--- src/rtl/rpn_sequencer.sv ---
// rpn_sequencer
// Holds a small program of RPN tokens and replays it into the RPN stack
// calculator core, one token per ISSUE/STROBE pair. A shadow copy of the
// core's stack depth lets the sequencer stop with an error on a token that
// would underflow or overflow, instead of letting the core silently drop it.
//
// Ports
//   clk, nrst            clock, asynchronous active-low reset
//   ld_valid/ld_token    program load port; ld_ready back-pressures it
//   prog_clr             empty the program buffer (IDLE only)
//   start                run the program from token 0 (IDLE only)
//   rpn_cnt, rpn_out     core stack depth and top-of-stack
//   rpn_step             registered single-cycle step strobe to the core
//   rpn_push/op/d        registered token fields to the core
//   busy, done, err      run status; done/err sticky until the next start
//   err_pc               index of the token that was refused
//   result               core top-of-stack captured when a run completes
//   prog_len             number of tokens currently loaded
//   dbg_state            current FSM state (IDLE=0 ISSUE=1 STROBE=2 FINISH=3)
//
// Load handshake: a token transfers on every rising edge where
// ld_valid && ld_ready. ld_valid may be raised at any time and the token
// must be held until the transfer; ld_ready may fall without a transfer
// (buffer full, start requested, or a run in progress).

module rpn_sequencer #(
    parameter int PROG_DEPTH = 64
) (
    input  logic                          clk,
    input  logic                          nrst,
    input  logic                          ld_valid,
    input  logic [17:0]                   ld_token,
    output logic                          ld_ready,
    input  logic                          prog_clr,
    input  logic                          start,
    input  logic [9:0]                    rpn_cnt,
    input  logic [15:0]                   rpn_out,
    output logic                          rpn_step,
    output logic                          rpn_push,
    output logic [1:0]                    rpn_op,
    output logic [15:0]                   rpn_d,
    output logic                          busy,
    output logic                          done,
    output logic                          err,
    output logic [$clog2(PROG_DEPTH)-1:0] err_pc,
    output logic [15:0]                   result,
    output logic [$clog2(PROG_DEPTH):0]   prog_len,
    output logic [1:0]                    dbg_state
);

    localparam int AW = $clog2(PROG_DEPTH);
    localparam logic [AW:0] LEN_MAX = (AW+1)'(PROG_DEPTH);

    localparam logic [1:0] K_PUSH = 2'd0;
    localparam logic [1:0] K_NEG  = 2'd1;
    localparam logic [1:0] K_ADD  = 2'd2;
    localparam logic [1:0] K_MUL  = 2'd3;

    typedef enum logic [1:0] {
        S_IDLE   = 2'd0,
        S_ISSUE  = 2'd1,
        S_STROBE = 2'd2,
        S_FINISH = 2'd3
    } state_t;

    logic [17:0]   prog_mem [PROG_DEPTH];

    state_t        state_q;
    logic [AW-1:0] pc_q;
    logic [AW:0]   len_q;
    logic [9:0]    depth_q;
    logic          legal_q;
    logic          step_q;
    logic          push_q;
    logic [1:0]    op_q;
    logic [15:0]   d_q;
    logic          busy_q;
    logic          done_q;
    logic          err_q;
    logic [AW-1:0] err_pc_q;
    logic [15:0]   result_q;

    logic [AW-1:0] issue_idx;
    logic [17:0]   issue_tok;
    logic [9:0]    issue_depth;
    logic          issue_legal;
    logic [1:0]    cur_kind;
    logic [9:0]    depth_d;
    logic          f_push;
    logic [1:0]    f_op;
    logic [15:0]   f_d;
    logic          is_last;
    logic          ld_ready_c;
    logic          load_fire;

    function automatic logic tok_legal(input logic [1:0] kind, input logic [9:0] depth);
        logic ok;
        case (kind)
            K_PUSH:  ok = (depth != 10'h3FF);
            K_NEG:   ok = (depth != 10'd0);
            default: ok = (depth >= 10'd2);
        endcase
        return ok;
    endfunction

    // The token about to enter ISSUE is decoded one edge early, so its
    // fields are already on the core port for the whole ISSUE cycle and the
    // strobe that follows sees them with a full cycle of setup. Its legality
    // is judged against the depth it will see: rpn_cnt when leaving IDLE,
    // otherwise the depth after the token currently being strobed.
    always_comb begin
        issue_idx = (state_q == S_IDLE) ? '0 : pc_q + 1'b1;
        issue_tok = prog_mem[issue_idx];
        cur_kind  = prog_mem[pc_q][17:16];

        depth_d = depth_q;
        case (cur_kind)
            K_PUSH:       depth_d = depth_q + 10'd1;
            K_ADD, K_MUL: depth_d = depth_q - 10'd1;
            default:      ;
        endcase

        issue_depth = (state_q == S_IDLE) ? rpn_cnt : depth_d;
        issue_legal = tok_legal(issue_tok[17:16], issue_depth);

        f_push = 1'b0;
        f_op   = 2'd0;
        f_d    = 16'd0;
        if (issue_legal) begin
            if (issue_tok[17:16] == K_PUSH) begin
                f_push = 1'b1;
                f_d    = issue_tok[15:0];
            end else begin
                f_op = issue_tok[17:16];
            end
        end

        is_last    = ({1'b0, pc_q} == (len_q - 1'b1));
        ld_ready_c = (state_q == S_IDLE) && !start && (len_q < LEN_MAX);
        // prog_clr wins over a load offered in the same cycle
        load_fire  = ld_valid && ld_ready_c && !prog_clr;
    end

    // Program storage has no reset; prog_len alone says what is valid.
    always_ff @(posedge clk) begin
        if (load_fire) begin
            prog_mem[len_q[AW-1:0]] <= ld_token;
        end
    end

    always_ff @(posedge clk or negedge nrst) begin
        if (!nrst) begin
            state_q  <= S_IDLE;
            pc_q     <= '0;
            len_q    <= '0;
            depth_q  <= '0;
            legal_q  <= 1'b0;
            step_q   <= 1'b0;
            push_q   <= 1'b0;
            op_q     <= 2'd0;
            d_q      <= 16'd0;
            busy_q   <= 1'b0;
            done_q   <= 1'b0;
            err_q    <= 1'b0;
            err_pc_q <= '0;
            result_q <= 16'd0;
        end else begin
            case (state_q)
                S_IDLE: begin
                    if (start) begin
                        done_q  <= 1'b0;
                        err_q   <= 1'b0;
                        pc_q    <= '0;
                        depth_q <= rpn_cnt;
                        busy_q  <= 1'b1;
                        if (len_q != '0) begin
                            state_q <= S_ISSUE;
                            legal_q <= issue_legal;
                            push_q  <= f_push;
                            op_q    <= f_op;
                            d_q     <= f_d;
                        end else begin
                            state_q <= S_FINISH;
                        end
                    end else if (prog_clr) begin
                        len_q <= '0;
                    end else if (load_fire) begin
                        len_q <= len_q + 1'b1;
                    end
                end

                S_ISSUE: begin
                    if (legal_q) begin
                        step_q  <= 1'b1;
                        state_q <= S_STROBE;
                    end else begin
                        // refused token: no strobe, result keeps its old value
                        err_q    <= 1'b1;
                        err_pc_q <= pc_q;
                        busy_q   <= 1'b0;
                        push_q   <= 1'b0;
                        op_q     <= 2'd0;
                        d_q      <= 16'd0;
                        state_q  <= S_IDLE;
                    end
                end

                S_STROBE: begin
                    step_q  <= 1'b0;
                    depth_q <= depth_d;
                    if (is_last) begin
                        push_q  <= 1'b0;
                        op_q    <= 2'd0;
                        d_q     <= 16'd0;
                        state_q <= S_FINISH;
                    end else begin
                        pc_q    <= pc_q + 1'b1;
                        legal_q <= issue_legal;
                        push_q  <= f_push;
                        op_q    <= f_op;
                        d_q     <= f_d;
                        state_q <= S_ISSUE;
                    end
                end

                S_FINISH: begin
                    // the core has absorbed the last strobe by now
                    result_q <= rpn_out;
                    done_q   <= 1'b1;
                    busy_q   <= 1'b0;
                    state_q  <= S_IDLE;
                end

                default: state_q <= S_IDLE;
            endcase
        end
    end

    assign ld_ready  = ld_ready_c;
    assign rpn_step  = step_q;
    assign rpn_push  = push_q;
    assign rpn_op    = op_q;
    assign rpn_d     = d_q;
    assign busy      = busy_q;
    assign done      = done_q;
    assign err       = err_q;
    assign err_pc    = err_pc_q;
    assign result    = result_q;
    assign prog_len  = len_q;
    assign dbg_state = state_q;

endmodule

--- config.mk ---
export PLATFORM = sky130hd
export DESIGN_NAME = rpn_sequencer
export DESIGN_NICKNAME = d
export VERILOG_FILES = /design/src/rtl/rpn_sequencer.sv
export SDC_FILE = /design/constraint.sdc
export NUM_CORES = 2
export LEC_CHECK = 0
export CAP_MARGIN = 20
export CORE_UTILIZATION = 50
export CTS_CLUSTER_DIAMETER = 150
export DETAILED_ROUTE_END_ITERATION = 10
export PLACE_DENSITY = 0.72
export SYNTH_ARGS = -nofsm -noshare
export SYNTH_HDL_FRONTEND = slang
export SYNTH_SLANG_ARGS = --single-unit
--- constraint.sdc ---
create_clock -name clk -period 5 [get_ports clk]
set_input_delay 1 -clock clk [delete_from_list [all_inputs] [get_ports clk]]
set_output_delay 1 -clock clk [all_outputs]
set_load 0.01 [all_outputs]
==> flow_summary_export.csv <==
group,metric,value,unit
routing,wl_per_cell,29.2,um
global_routing,busiest_layer,"met2",
synth,synthArstFlopShare,0.0581,
worst_setup_path,worst-path-buf-inv,2,
worst_setup_path,slowest_delay,0.56,ns
synth,syn_area_per_cell,16.4,sq um
worst_setup_path,path_max_fanout,27,
synth,synth_area_leaders,"edfxtp_1 (69%), mux4_2 (7.3%), dfrtp_1 (3.5%), nand2_1 (2.5%), a221oi_1 (2.4%)",
timing,setup_viol,0,
routing,drt_iter0_drc,3851,
placed_design,hpwl,80.4,mm
worst_setup_path,crit_cells,18,
layout,syn_to_final_growth,13.8,%
power_and_ir_drop,ir_worst_vdd,0.380,mV
clock_network,cts_sinks,1223,
layout,layout_commonest_cell,"edfxtp_1",
timing,max_freq,210,MHz
clock_network,postCtsSetupBuffers,0,
routing,dr.pass1.iters,6,
die,fp.dieW,319,um
timing,relSlewSlack,0.264,
worst_setup_path,path_class,"register to register",
worst_setup_path,r2r_slack,0.23,ns
status,status,"finished clean",
timing,clock_skew,0.0353,ns
clock_network,clock-root-buffer,"clkbuf_16",
clock_network,cts_buffers,118,
die,start_util,0.507,
global_routing,grt_pass1_wl,198,mm
layout,layout_common_cells,"edfxtp_1 (1,152), nand2_1 (328), buf_4 (164), mux4_2 (163), a221oi_1 (139)",
worst_setup_path,crit_chain,"buf_12, mux4_2, a22oi_1, nand3_1, o21ai_2, nor2_4, ha_1, and2_1, o21a_1, o21a_1, a211oi_1, xnor2_1, o31ai_1, a41o_1, or3b_1, o22ai_2, buf_12, o21ai_1",
layout,multiInputGateArea,12800,sq um
timing,hold_viol,0,
routing,vias,30300,
timing,slew_violations,0,
die,fp.dieH,319,um
timing,setup_tns,0,ns
power_and_ir_drop,leakage,0.0183,uW
synth,synthCells,3056,
global_routing,grt_pass1_vias,29800,
synth,synth_area,50200,sq um
clock_network,clk_pin_slew,0.07,ns
clock_network,cts_tree,"built",
worst_setup_path,critPathTopFamily,"compound AO/OA/AOI/OAI gates",
synth,synth_largest_area_cell,"edfxtp_1",
worst_setup_path,reg2regPathDepth,18,
worst_setup_path,start_kind,"register",
global_routing,overflow,0,
synth,yosysUniqueCellTypes,77,
synth,synth_edf_count,1152,
synth,ys_warn_count,0,
worst_setup_path,cp_data_required_time,5.57,ns
die,rows,115,
power_and_ir_drop,p_per_area,536,nW/um^2
global_routing,grtUsageMet2,0.396,
timing,tightest_slew,1.10,ns
global_routing,grt_util_met1,0.374,
synth,syn_nets,3122,
routing,drc,0,
layout,drive_gt1_frac,0.185,
layout,num-fill-cells,7160,
global_routing,grt_use_met3,0.0634,
min_path,min_path_type,"input port to asynchronous set/reset pin",
layout,regArea,36400,sq um
global_routing,grt_antenna_before_repair,4,
global_routing,grt_max_degree,106,
layout,fin_nets,3292,
synth,ys_ff_latch,1223,
synth,synth.top_cell.area_share,0.690,
routing,via_per_inst,6.57,
placed_design,io_buffers,103,
routing,postRouteAntennaNets,0,
clock_network,cts_resized,0,
global_routing,track_usage,0.263,
die,die-area,102000,sq um
die,io_pins,104,
clock_network,cts_max_level,3,
timing,layout_min_cycle_time,4.77,ns
clock_network,clockBufferDepth,3,
clock_network,ctsHoldBuffers,0,
placed_design,gp_congestion,0.946,
worst_setup_path,endpoint_kind,"register",
synth,synth-main-ff-cell,"edfxtp_1",
power_and_ir_drop,total_power,30600,uW
worst_setup_path,critical_path_arrival,5.34,ns
timing,worst_hold_slack,0.458,ns
worst_setup_path,critPathSlowestCell,"mux4_2",
run,maxCapViolCount,0,
routing,routed_wl,134,mm
timing,rsz0062_at_grt,"false",
clock_network,clk_latency,0.71,ns
synth,ys_seq_area_frac,0.725,
die,core_region_area,98900,sq um
timing,finalCritPeriodShare,0.954,
-- kinds of logic (layout without fill, tap and decap cells) --
kind of cell	after synthesis	after routing	synth area share
XOR/XNOR	27	27	0.00486
AO/OA/AOI/OAI	570	570	0.0871
multiplexers	256	256	0.0926
adder cells (fa/ha/maj)	17	17	0.00439
buffers and inverters	248	514	0.0218
flip-flops	1223	1223	0.725
other	0	2	0
AND/OR/NAND/NOR	715	715	0.0641
-- state kept, by name, indices dropped and copies added, names as in the netlist --
| register | cells |
|---|---|
| busy | 1 |
| dbg_state | 2 |
| depth_q | 10 |
| done | 1 |
| err | 1 |
| err_pc | 6 |
| legal_q | 1 |
| pc_q | 6 |
| prog_len | 7 |
| prog_mem | 1152 |
| result | 16 |
| rpn_d | 16 |
| rpn_op | 2 |
| rpn_push | 1 |
| rpn_step | 1 |
-- path summary, 6_finish.rpt --
kind                                     start                      to
setup / recovery           pc_q[1]$_DFFE_PN0P_    rpn_push$_DFFE_PN0P_
hold / removal                            nrst  depth_q[3]$_DFFE_PN0P_
setup reg to reg           pc_q[1]$_DFFE_PN0P_    rpn_push$_DFFE_PN0P_
hold reg to reg               busy$_DFFE_PN0P_        busy$_DFFE_PN0P_
max in group asynchronous                 nrst     pc_q[0]$_DFFE_PN0P_
min in group clk              busy$_DFFE_PN0P_        busy$_DFFE_PN0P_
-- cell usage after synthesis (all sizes together), types with 4 or more instances --
cell and instances:
nand2b 14, a2111oi 4, a31oi 20, mux2 30
nor4 9, o21a 4, nor2b 13, and2 45
a211o 5, nand3 60, nor2 114, o311ai 23
nand2 329, ha 16, a22o 5, inv 18
o2111ai 4, edfxtp 1152, buf 97, dfrtp 71
nor3 87, a211oi 81, a311o 12, nand4 9
a311oi 61, a21oi 43, o211ai 13, mux4 163
o221ai 13, and3 14, xor2 11, o32ai 7
xnor2 16, a221oi 139, o21ai 74, a22oi 15
mux2i 63, or3 8, o31ai 15, o22ai 15
clkbuf 133
-- metrics by stage --
stage	setup slack (ns)	util	cell area [sq um]	cells
2_1_floorplan	0.987	-	50200	3056
3_3_place_gp	0.411	0.539	53300	4391
3_5_place_dp	0.290	0.539	53300	4391
4_1_cts	0.295	0.577	57000	4607
5_1_grt	0.00784	0.577	57100	4609
6_report	0.232	0.577	57100	4611
-- area by class of cell --
cell class / instances / area share
repair buffers: 280 / 0.0429
well taps: 1287 / 0.0282
clock buffers: 149 / 0.0551
flip-flops and latches: 1223 / 0.637
multi-input cells: 1585 / 0.225
diodes: 2 / 0.0000877
clock inverters: 67 / 0.00991
inverters: 18 / 0.00132
-- per-layer routing --
layer / share of wire / vias to the layer above
li1: - / 12700
met1: 0.39 / 15300
met2: 0.45 / 1981
met3: 0.12 / 267
met4: 0.037 / 2
met5: 0.000074 / -
-- power breakdown --
part           switching [uW]  total [uW]  internal (uW)
Combinational            6370       10300           3960
Sequential                236       11600          11400
Clock                    3770        8620           4840
Total                   10400       30600          20200
(Power assumes the default switching activity.)
